**config.mk**
```make
export PLATFORM = sky130hd
export DESIGN_NAME = mem_port_arbiter_flat
export DESIGN_NICKNAME = d
export VERILOG_FILES = /design/src/rtl/mem_port_arbiter_if.sv /design/src/rtl/mem_port_arbiter.sv /design/src/flat_wrapper.sv
export SDC_FILE = /design/constraint.sdc
export NUM_CORES = 1
export LEC_CHECK = 0
export CAP_MARGIN = 10
export CORE_MARGIN = 2
export CORE_UTILIZATION = 36
export DETAILED_ROUTE_END_ITERATION = 10
export PLACE_DENSITY = 0.8
export SLEW_MARGIN = 5
export SYNTH_ARGS = -nofsm -noshare
export SYNTH_HDL_FRONTEND = slang
export SYNTH_SLANG_ARGS = --single-unit
```
**constraint.sdc**
```tcl
create_clock -name clk -period 2.4 [get_ports clk]
set_input_delay 0.48 -clock clk [delete_from_list [all_inputs] [get_ports clk]]
set_output_delay 0.48 -clock clk [all_outputs]
set_load 0.03 [all_outputs]
```
**src/rtl/mem_port_arbiter_if.sv**
```systemverilog
// mem_port_arbiter_if: CPU-side fetch and data ports of the shared memory arbiter.
interface mem_port_arbiter_if #(
    parameter int AW = 8,
    parameter int DW = 8
);
    logic          if_req;
    logic [AW-1:0] if_addr;
    logic          if_gnt;
    logic          if_rvalid;
    logic [DW-1:0] if_rdata;
    logic          dm_req;
    logic          dm_we;
    logic [AW-1:0] dm_addr;
    logic [DW-1:0] dm_wdata;
    logic          dm_gnt;
    logic          dm_rvalid;
    logic [DW-1:0] dm_rdata;
    logic          stall_if;
    modport master (
        output if_req, if_addr, dm_req, dm_we, dm_addr, dm_wdata,
        input  if_gnt, if_rvalid, if_rdata, dm_gnt, dm_rvalid, dm_rdata, stall_if
    );
    modport slave (
        input  if_req, if_addr, dm_req, dm_we, dm_addr, dm_wdata,
        output if_gnt, if_rvalid, if_rdata, dm_gnt, dm_rvalid, dm_rdata, stall_if
    );
endinterface

```
**src/rtl/mem_port_arbiter.sv**
```systemverilog
// mem_port_arbiter: shared instruction/data memory arbiter with reset/interrupt vector sequencing.
// The data port wins by default; a fetch that has lost STARVE_MAX cycles in a row is forced through.
module mem_port_arbiter #(
    parameter int            AW           = 8,
    parameter int            DW           = 8,
    parameter int            STARVE_MAX   = 3,
    parameter logic [AW-1:0] RST_VEC_ADDR = 8'h00,
    parameter logic [AW-1:0] INT_VEC_ADDR = 8'h01
) (
    input  logic              clk,
    input  logic              rst,
    mem_port_arbiter_if.slave cpu,
    input  logic              int_sig,
    output logic              vec_valid,
    output logic [DW-1:0]     vec_data,
    output logic [AW-1:0]     mem_addr,
    output logic              mem_we,
    output logic [DW-1:0]     mem_wdata,
    input  logic [DW-1:0]     mem_rdata
);
    localparam logic [2:0] BOOT = 3'd0, BOOT_WAIT = 3'd1, RUN = 3'd2, INT_VEC = 3'd3, INT_WAIT = 3'd4;
    localparam logic [3:0] SMAX = 4'(STARVE_MAX);

    logic [2:0]    state_q, state_d;
    logic [3:0]    starve_q, starve_d;
    logic          int_pend_q, int_pend_d, int_rearm_q, int_rearm_d, int_dly_q, int_dly_d;
    logic          if_rvalid_q, if_rvalid_d, dm_rvalid_q, dm_rvalid_d, vec_valid_q, vec_valid_d;
    logic [DW-1:0] vec_data_q, vec_data_d;
    logic          int_edge, take, force_if, if_gnt, dm_gnt, cap;

    always_comb begin
        int_edge    = int_sig && !int_dly_q;
        take        = state_q == RUN && int_pend_q && !cpu.dm_req;
        force_if    = cpu.if_req && starve_q == SMAX;
        dm_gnt      = state_q == RUN && cpu.dm_req && !force_if;
        if_gnt      = state_q == RUN && !take && cpu.if_req && (!cpu.dm_req || force_if);
        cap         = state_q == BOOT_WAIT || state_q == INT_WAIT;
        state_d     = state_q == BOOT ? BOOT_WAIT : state_q == INT_VEC ? INT_WAIT : take ? INT_VEC : RUN;
        starve_d    = (!cpu.if_req || if_gnt) ? 4'd0 :
                      (dm_gnt && starve_q != SMAX) ? starve_q + 4'd1 : starve_q;
        int_dly_d   = int_sig;
        // an edge arriving while the vector is being fetched must survive the INT_WAIT clear
        int_rearm_d = state_q == INT_VEC && int_edge;
        int_pend_d  = int_edge || (state_q == INT_WAIT ? int_rearm_q : int_pend_q);
        if_rvalid_d = if_gnt;
        dm_rvalid_d = dm_gnt && !cpu.dm_we;
        vec_valid_d = cap;
        vec_data_d  = cap ? mem_rdata : vec_data_q;
    end

    always_ff @(posedge clk or posedge rst) begin
        if (rst) begin
            state_q     <= BOOT;
            starve_q    <= '0;
            int_pend_q  <= 1'b0;
            int_rearm_q <= 1'b0;
            int_dly_q   <= 1'b0;
            if_rvalid_q <= 1'b0;
            dm_rvalid_q <= 1'b0;
            vec_valid_q <= 1'b0;
            vec_data_q  <= '0;
        end else begin
            state_q     <= state_d;
            starve_q    <= starve_d;
            int_pend_q  <= int_pend_d;
            int_rearm_q <= int_rearm_d;
            int_dly_q   <= int_dly_d;
            if_rvalid_q <= if_rvalid_d;
            dm_rvalid_q <= dm_rvalid_d;
            vec_valid_q <= vec_valid_d;
            vec_data_q  <= vec_data_d;
        end
    end

    assign cpu.if_gnt    = if_gnt;
    assign cpu.dm_gnt    = dm_gnt;
    assign cpu.stall_if  = cpu.if_req && !if_gnt && !rst;
    assign cpu.if_rvalid = if_rvalid_q;
    assign cpu.dm_rvalid = dm_rvalid_q;
    assign cpu.if_rdata  = mem_rdata;
    assign cpu.dm_rdata  = mem_rdata;
    assign vec_valid     = vec_valid_q;
    assign vec_data      = vec_data_q;
    assign mem_we        = dm_gnt && cpu.dm_we;
    assign mem_wdata     = cpu.dm_wdata;
    assign mem_addr      = rst ? '0 : state_q == BOOT ? RST_VEC_ADDR : state_q == INT_VEC ? INT_VEC_ADDR :
                           dm_gnt ? cpu.dm_addr : cpu.if_addr;
endmodule

```
**src/flat_wrapper.sv**
```systemverilog
// flat-port wrapper written by rule: the top's interface ports become plain ports
module mem_port_arbiter_flat 
#(
    parameter int            AW           = 8,
    parameter int            DW           = 8,
    parameter int            STARVE_MAX   = 3,
    parameter logic [AW-1:0] RST_VEC_ADDR = 8'h00,
    parameter logic [AW-1:0] INT_VEC_ADDR = 8'h01
)
  (clk, rst, int_sig, vec_valid, vec_data, mem_addr, mem_we, mem_wdata, mem_rdata, cpu_if_req, cpu_if_addr, cpu_dm_req, cpu_dm_we, cpu_dm_addr, cpu_dm_wdata, cpu_if_gnt, cpu_if_rvalid, cpu_if_rdata, cpu_dm_gnt, cpu_dm_rvalid, cpu_dm_rdata, cpu_stall_if);
  mem_port_arbiter_if #(.AW(AW), .DW(DW)) cpu_i ();
  input  logic clk;
  input  logic rst;
  input  logic int_sig;
  output logic vec_valid;
  output logic [DW-1:0] vec_data;
  output logic [AW-1:0] mem_addr;
  output logic mem_we;
  output logic [DW-1:0] mem_wdata;
  input  logic [DW-1:0] mem_rdata;
  input wire logic [$bits(cpu_i.if_req)-1:0] cpu_if_req;
  input wire logic [$bits(cpu_i.if_addr)-1:0] cpu_if_addr;
  input wire logic [$bits(cpu_i.dm_req)-1:0] cpu_dm_req;
  input wire logic [$bits(cpu_i.dm_we)-1:0] cpu_dm_we;
  input wire logic [$bits(cpu_i.dm_addr)-1:0] cpu_dm_addr;
  input wire logic [$bits(cpu_i.dm_wdata)-1:0] cpu_dm_wdata;
  output wire logic [$bits(cpu_i.if_gnt)-1:0] cpu_if_gnt;
  output wire logic [$bits(cpu_i.if_rvalid)-1:0] cpu_if_rvalid;
  output wire logic [$bits(cpu_i.if_rdata)-1:0] cpu_if_rdata;
  output wire logic [$bits(cpu_i.dm_gnt)-1:0] cpu_dm_gnt;
  output wire logic [$bits(cpu_i.dm_rvalid)-1:0] cpu_dm_rvalid;
  output wire logic [$bits(cpu_i.dm_rdata)-1:0] cpu_dm_rdata;
  output wire logic [$bits(cpu_i.stall_if)-1:0] cpu_stall_if;
  assign cpu_i.if_req = cpu_if_req;
  assign cpu_i.if_addr = cpu_if_addr;
  assign cpu_i.dm_req = cpu_dm_req;
  assign cpu_i.dm_we = cpu_dm_we;
  assign cpu_i.dm_addr = cpu_dm_addr;
  assign cpu_i.dm_wdata = cpu_dm_wdata;
  assign cpu_if_gnt = cpu_i.if_gnt;
  assign cpu_if_rvalid = cpu_i.if_rvalid;
  assign cpu_if_rdata = cpu_i.if_rdata;
  assign cpu_dm_gnt = cpu_i.dm_gnt;
  assign cpu_dm_rvalid = cpu_i.dm_rvalid;
  assign cpu_dm_rdata = cpu_i.dm_rdata;
  assign cpu_stall_if = cpu_i.stall_if;
  mem_port_arbiter #(.AW(AW), .DW(DW), .STARVE_MAX(STARVE_MAX), .RST_VEC_ADDR(RST_VEC_ADDR), .INT_VEC_ADDR(INT_VEC_ADDR)) u_core (.clk(clk), .rst(rst), .cpu(cpu_i), .int_sig(int_sig), .vec_valid(vec_valid), .vec_data(vec_data), .mem_addr(mem_addr), .mem_we(mem_we), .mem_wdata(mem_wdata), .mem_rdata(mem_rdata));
endmodule
```
==> impl_metrics.ini, run 1 <==
[outcome]
status = finished clean

[worst_setup_path]
critPathRequiredTime_ps = 1920
crit_type = in -> out
critPathArrivalTime_ps = 1840
path_max_fanout = 8
startpoint_type = input port
end_kind = output pin

[grt]
grt_most_used_layer = met2
met2_usage_pct = 25.3
grt_pass1_wl_mm = 4.75
track_usage_pct = 14.7
met1_usage_pct = 16.5
grt_start_max_net_pins = 14
grt_overflow = 0
met3_usage_pct = 3.35
grt_pass1_vias = 1079
grt_antenna_before_repair = 0

[routing]
vias = 1124
routedWlPerCell_um = 13.0
ant_nets = 0
vias_per_cell = 4.87
drt_iter0_markers = 35
drc = 0
wl_mm = 3.00
first_pass_iters = 4

[power]
p_switching_w = 0.000869
clock_power_share_pct = 8.4
combPwrFrac_pct = 64.8
intPower_w = 0.00114
p_seq_share_pct = 26.8
p_sw_share_pct = 43.2
p_leak_nw = 0.858
ir_drop_uv = 548
powerDensity_mw_per_mm2 = 1030

[logic_synthesis]
netlist_area_mm2 = 0.00130
synth_cell_types = 38
ys_top_cells_by_area = dfrtp_1 40%, buf_4 14%, mux2_2 7.8%
async_flop_share_pct = 100
yosysTopAreaCell = dfrtp_1
yosysSeqAreaShare_pct = 40.3
synth_top_area_share_pct = 40.3
synth_warnings = 0
synth_ff_type = dfrtp_1
syn_nets = 167
syn_inst = 128
synth-edff-count = 0
syn_avg_cell_area_um2 = 10.2
ys_ff_latch = 21

[finish]
final_nets = 225
n_antenna_cell = 0
postLayoutCoreUtil_pct = 57.1
area_growth_pct = 49.6
drive_above_1_share_pct = 24.9

[clock_network]
numCtsBuffers = 3
cts_max_path_buffers = 2
clock_latency_ps = 300
cts_tree = done
clockRootBuffer = clkbuf_4
postCtsHoldBufs = 0
clk_transition_reported_paths_ps = 110
h-tree-depth = 1
cts_sinks = 21

[sta]
tightest_slew_ps = 499
finalSetupTns_ps = 0
hold_viol = 0
skew_ps = 2.23
layout_setup_ws_ps = 80.4
fin_crit_ps = 2320
max_slew_margin_pct = 66.5
fmax_mhz = 431
fin_crit_sh_pct = 96.6
finalSetupViolCount = 0
drv_slew = 0
grt_setup_unrepaired = false

[placement]
hpwl_mm = 2.37
portBuffers = 68
dp_slack_ps = -363
gp_congestion = 0.788

[worst_hold_path]
hold_path.class = reg -> reg

[run]
max_cap_violations = 0

[floorplanning]
die-area_mm2 = 0.00412
fp-row-count = 21
fp.dieW_um = 64.2
ioPinCount = 85
die_h_um = 64.2
core_area_mm2 = 0.00342
initial_utilization_pct = 38.2
[power groups by stage]
stage / sequential, W / clock (W) / combinational (W)
after floorplan: 0.000699 / 0 / 0.000714
after global placement: 0.000543 / 0 / 0.00124
after detailed placement: 0.000543 / 0 / 0.00128
after CTS: 0.000535 / 0.000177 / 0.00130
after global routing: 0.000552 / 0.000188 / 0.00139
final: 0.000538 / 0.000169 / 0.00130
[logic make-up (layout without fill, tap and decap cells)]
logic type                 after synthesis  in the layout  share of synthesized area [%]
and+or+nand+nor                         36             36                           18.5
buffers and inverters                   34             91                           18.4
AOI/OAI and AO/OA                       24             24                           12.0
DFF                                     21             21                           40.3
muxes                                    9              9                           7.77
xor gates and xnor gates                 3              3                           2.02
adders and majority gates                1              1                          0.960
[routing by layer]
layer  routed length (µm)  up-vias
met5                    0        -
met4                   74        0
met3                  310       14
met2                 1470       67
met1                 1150      503
li1                     -      540
[state kept, by name (all words and copies together), names as in the netlist]
signal                cells
u_core.state_q            3
u_core.starve_q           4
u_core.vec_valid          1
u_core.cpu.if_rvalid      1
u_core.vec_data           8
u_core.int_pend_q         1
u_core.int_dly_q          1
u_core.int_rearm_q        1
u_core.cpu.dm_rvalid      1
[cell type report]
cell class | instances | area [µm²]
clock buffers | 4 | 26.3
fillers | 285 | 1470
inverters | 3 | 11.3
multi-input cells | 73 | 559
flip-flops and latches | 21 | 526
well taps | 46 | 57.6
repair buffers | 84 | 771
[cell usage after synthesis (all sizes together) (2+ instances only)]
library cell and instances:
o21ai 7, nor3 3, dfrtp 21, and4bb 2
mux2 9, a21oi 7, nand3 11, buf 30
nand2b 2, a21o 2, nor2 5, inv 3
nand4bb 2, nand2 2, xnor2 2, nor3b 3
[cells in the final DEF, fill, tap and decap left out, types with 3 or more instances in the layout]
| master | count |
|---|---|
| mux2_2 | 9 |
| o21ai_0 | 4 |
| nor3_1 | 3 |
| clkbuf_4 | 3 |
| nor2_1 | 4 |
| clkdlybuf4s50_1 | 55 |
| o21ai_1 | 3 |
| a21oi_1 | 7 |
| nand3_1 | 11 |
| dfrtp_1 | 21 |
| buf_4 | 27 |
| inv_1 | 3 |
[per-stage QoR]
step           total power (W)  std cells  cell area [µm²]  hold WS (ps)
6_report               0.00201        231             1950           515
5_1_grt                0.00213        231             1950           538
4_1_cts                0.00202        230             1920           521
3_5_place_dp           0.00182        223             1880           494
3_3_place_gp           0.00179        223             1880           486
2_1_floorplan          0.00141        128             1300           457
[critical path, cell delays in order]
cell	delay, ps
clkdlybuf4s50_1	480
and4bb_2	270
buf_4	160
o21ai_0	80
a21oi_1	180
buf_4	190
[final timing paths]
path,startpoint,end,slack (ps),cells after the start
min in group asynchronous,rst,u_core.cpu.if_rvalid,610,3
max,cpu_if_req,mem_addr[1],80,6
max in group asynchronous,rst,u_core.vec_valid,1300,4
max reg2reg,u_core.state_q[0],u_core.starve_q[0],870,4
min,u_core.int_rearm_q,u_core.int_pend_q,510,2
min reg2reg,u_core.int_rearm_q,u_core.int_pend_q,510,2
[repair_timing]
action                                  4_1_cts  5_1_grt
gates cloned                                  0        0
endpoints found under the hold margin         0        0
endpoints found under the setup margin        3        9
pin swaps                                     1        1
setup buffers                                 3        1
gates resized for setup                       6        8
(Power assumes the default switching activity.)
==> run 2, diff against run 1 <==
Settings changed: CORE_ASPECT_RATIO set to 1.4.
==> impl_metrics.ini, run 2 (synthesized netlist as in run 1, its figures left out) <==
[worst_setup_path]
startpoint_type = input port
crit_slowest_cell = clkdlybuf4s50_1
crit_family = buffers and inverters
crit_cells = 6
cp_common_cell = buf_4
critPathArrivalTime_ps = 1880
reg2reg_from = u_core.starve_q[0]
reg2reg_depth = 5
cp-startpoint = cpu_dm_req
path_buf_inv = 3
worstPathCellList = clkdlybuf4s50_1 -> buf_4 -> and4bb_4 -> nand3_1 -> a21oi_2 -> buf_4
critical_path.max_stage_delay_ps = 500
end_kind = output pin
r2r_setup_slack_ps = 790
r2r-end = u_core.starve_q[0]
crit_type = in -> out
setup.worst_path.end = mem_addr[3]
path_max_fanout = 8
critPathRequiredTime_ps = 1920

[power]
p_leak_nw = 0.851
powerDensity_mw_per_mm2 = 1060
ir_drop_uv = 598

[placement]
dp_slack_ps = -330
gp_congestion = 0.831
portBuffers = 68
hpwl_mm = 2.79
post-place-cells = 219

[routing]
wl_mm = 3.42
drt_iter0_markers = 18
routedWlPerCell_um = 15.3
first_pass_iters = 4
drc = 0
vias_per_cell = 5.19
vias = 1158
ant_nets = 0

[clock_network]
cts_resized = 7
post-cts-setup-buffer-count = 0
numCtsBuffers = 3
clockRootBuffer = clkbuf_8
clock_latency_ps = 260
cts_sinks = 21
clk_transition_reported_paths_ps = 70
cts_max_path_buffers = 2
postCtsHoldBufs = 0
cts_tree = done
h-tree-depth = 1

[grt]
grt_pass1_wl_mm = 4.96
grt_pass1_vias = 1142
grt_start_max_net_pins = 12
grt_overflow = 0
track_usage_pct = 16.5
grt_antenna_before_repair = 0

[finish]
area_growth_pct = 49.2
largest_reg_flops = 8
layout_commonest_cell = clkdlybuf4s50_1
final_nets = 223
fin_cells = 223
n_antenna_cell = 0
drive_above_1_share_pct = 24.6
layout_common_cells = 56 x clkdlybuf4s50_1, 23 x buf_4, 21 x dfrtp_1, 11 x nand3_1, 9 x mux2_2

[floorplanning]
initial_utilization_pct = 38.2
fp-row-count = 25
core_area_mm2 = 0.00341
die-area_mm2 = 0.00413
die_h_um = 75.2
fp.dieW_um = 54.9
ioPinCount = 85

[sta]
layout_setup_ws_ps = 40.8
fin_crit_ps = 2360
drv_slew = 0
fin_crit_sh_pct = 98.3
skew_ps = 5.34
fmax_mhz = 424
finalSetupViolCount = 0
grt_setup_unrepaired = true
hold_viol = 0
max_slew_margin_pct = 69.6
tightest_slew_ps = 451

[worst_hold_path]
hold_path.class = reg -> reg

[outcome]
status = finished clean

[run]
max_cap_violations = 0
==> run 2: cell count changes in the layout (fill, tap and decap cells not counted), moves of 2 or more <==
cell and delta:
o21ai_0 +3, a21oi_2 +3, clkbuf_8 +3, buf_4 -4
clkbuf_4 -3, o21ai_1 -3, a21oi_1 -3, buf_6 +2
==> run 2: worst reg2reg max path: cells and delay by family, from the launching register on <==
| kind | cells | cell delay, ps |
|---|---|---|
| muxes | 1 | 260 |
| DFF | 1 | 380 |
| buffers and inverters | 1 | 120 |
| and+or+nand+nor | 2 | 570 |
| adders and majority gates | 1 | 180 |
==> run 2: metal layers <==
layer	wire, µm	vias to the layer above	track usage [%]
met4	57	0	6.94
met1	1160	543	14.7
met2	1830	64	32.8
met5	0	-	0
met3	368	10	3.97
li1	-	541	-
==> run 2: final cells by class <==
cell class | count | area [µm²]
Tap cell | 40 | 50.0
Timing Repair Buffer | 82 | 761
Multi-Input combinational cell | 73 | 553
Inverter | 3 | 11.3
Fill cell | 300 | 1460
Clock buffer | 4 | 45.0
Sequential cell | 21 | 526
==> run 2: worst min path at each step <==
stage	endpoint	cells past startpoint	startpoint	slack (ps)
finish	u_core.vec_data[6]	1	u_core.vec_data[6]	510
global route	u_core.vec_data[3]	1	u_core.vec_data[3]	520
CTS	u_core.vec_data[6]	1	u_core.vec_data[6]	510
detailed placement	u_core.vec_data[6]	1	u_core.vec_data[6]	490
global placement	u_core.int_pend_q	2	u_core.int_rearm_q	490
floorplan	u_core.cpu.dm_rvalid	1	rst	460
==> run 2: power breakdown <==
group | internal, W | total (W) | leakage (nW) | switching [W]
Clock | 0.000118 | 0.000225 | 0.0228 | 0.000107
Sequential | 0.000480 | 0.000539 | 0.261 | 0.0000590
Combinational | 0.000576 | 0.00130 | 0.567 | 0.000723
==> run 2: metrics by stage <==
stage | util [%] | hold WS, ps | TNS [ps] | cell area, µm² | power [W]
floorplan | - | 457 | 0 | 1300 | 0.00141
global placement | 55.2 | 487 | -307 | 1880 | 0.00177
detailed placement | 55.2 | 495 | -388 | 1880 | 0.00183
CTS | 56.6 | 511 | 0 | 1930 | 0.00206
global route | 57.1 | 519 | -1.53 | 1950 | 0.00217
finish | 57.1 | 507 | 0 | 1950 | 0.00206
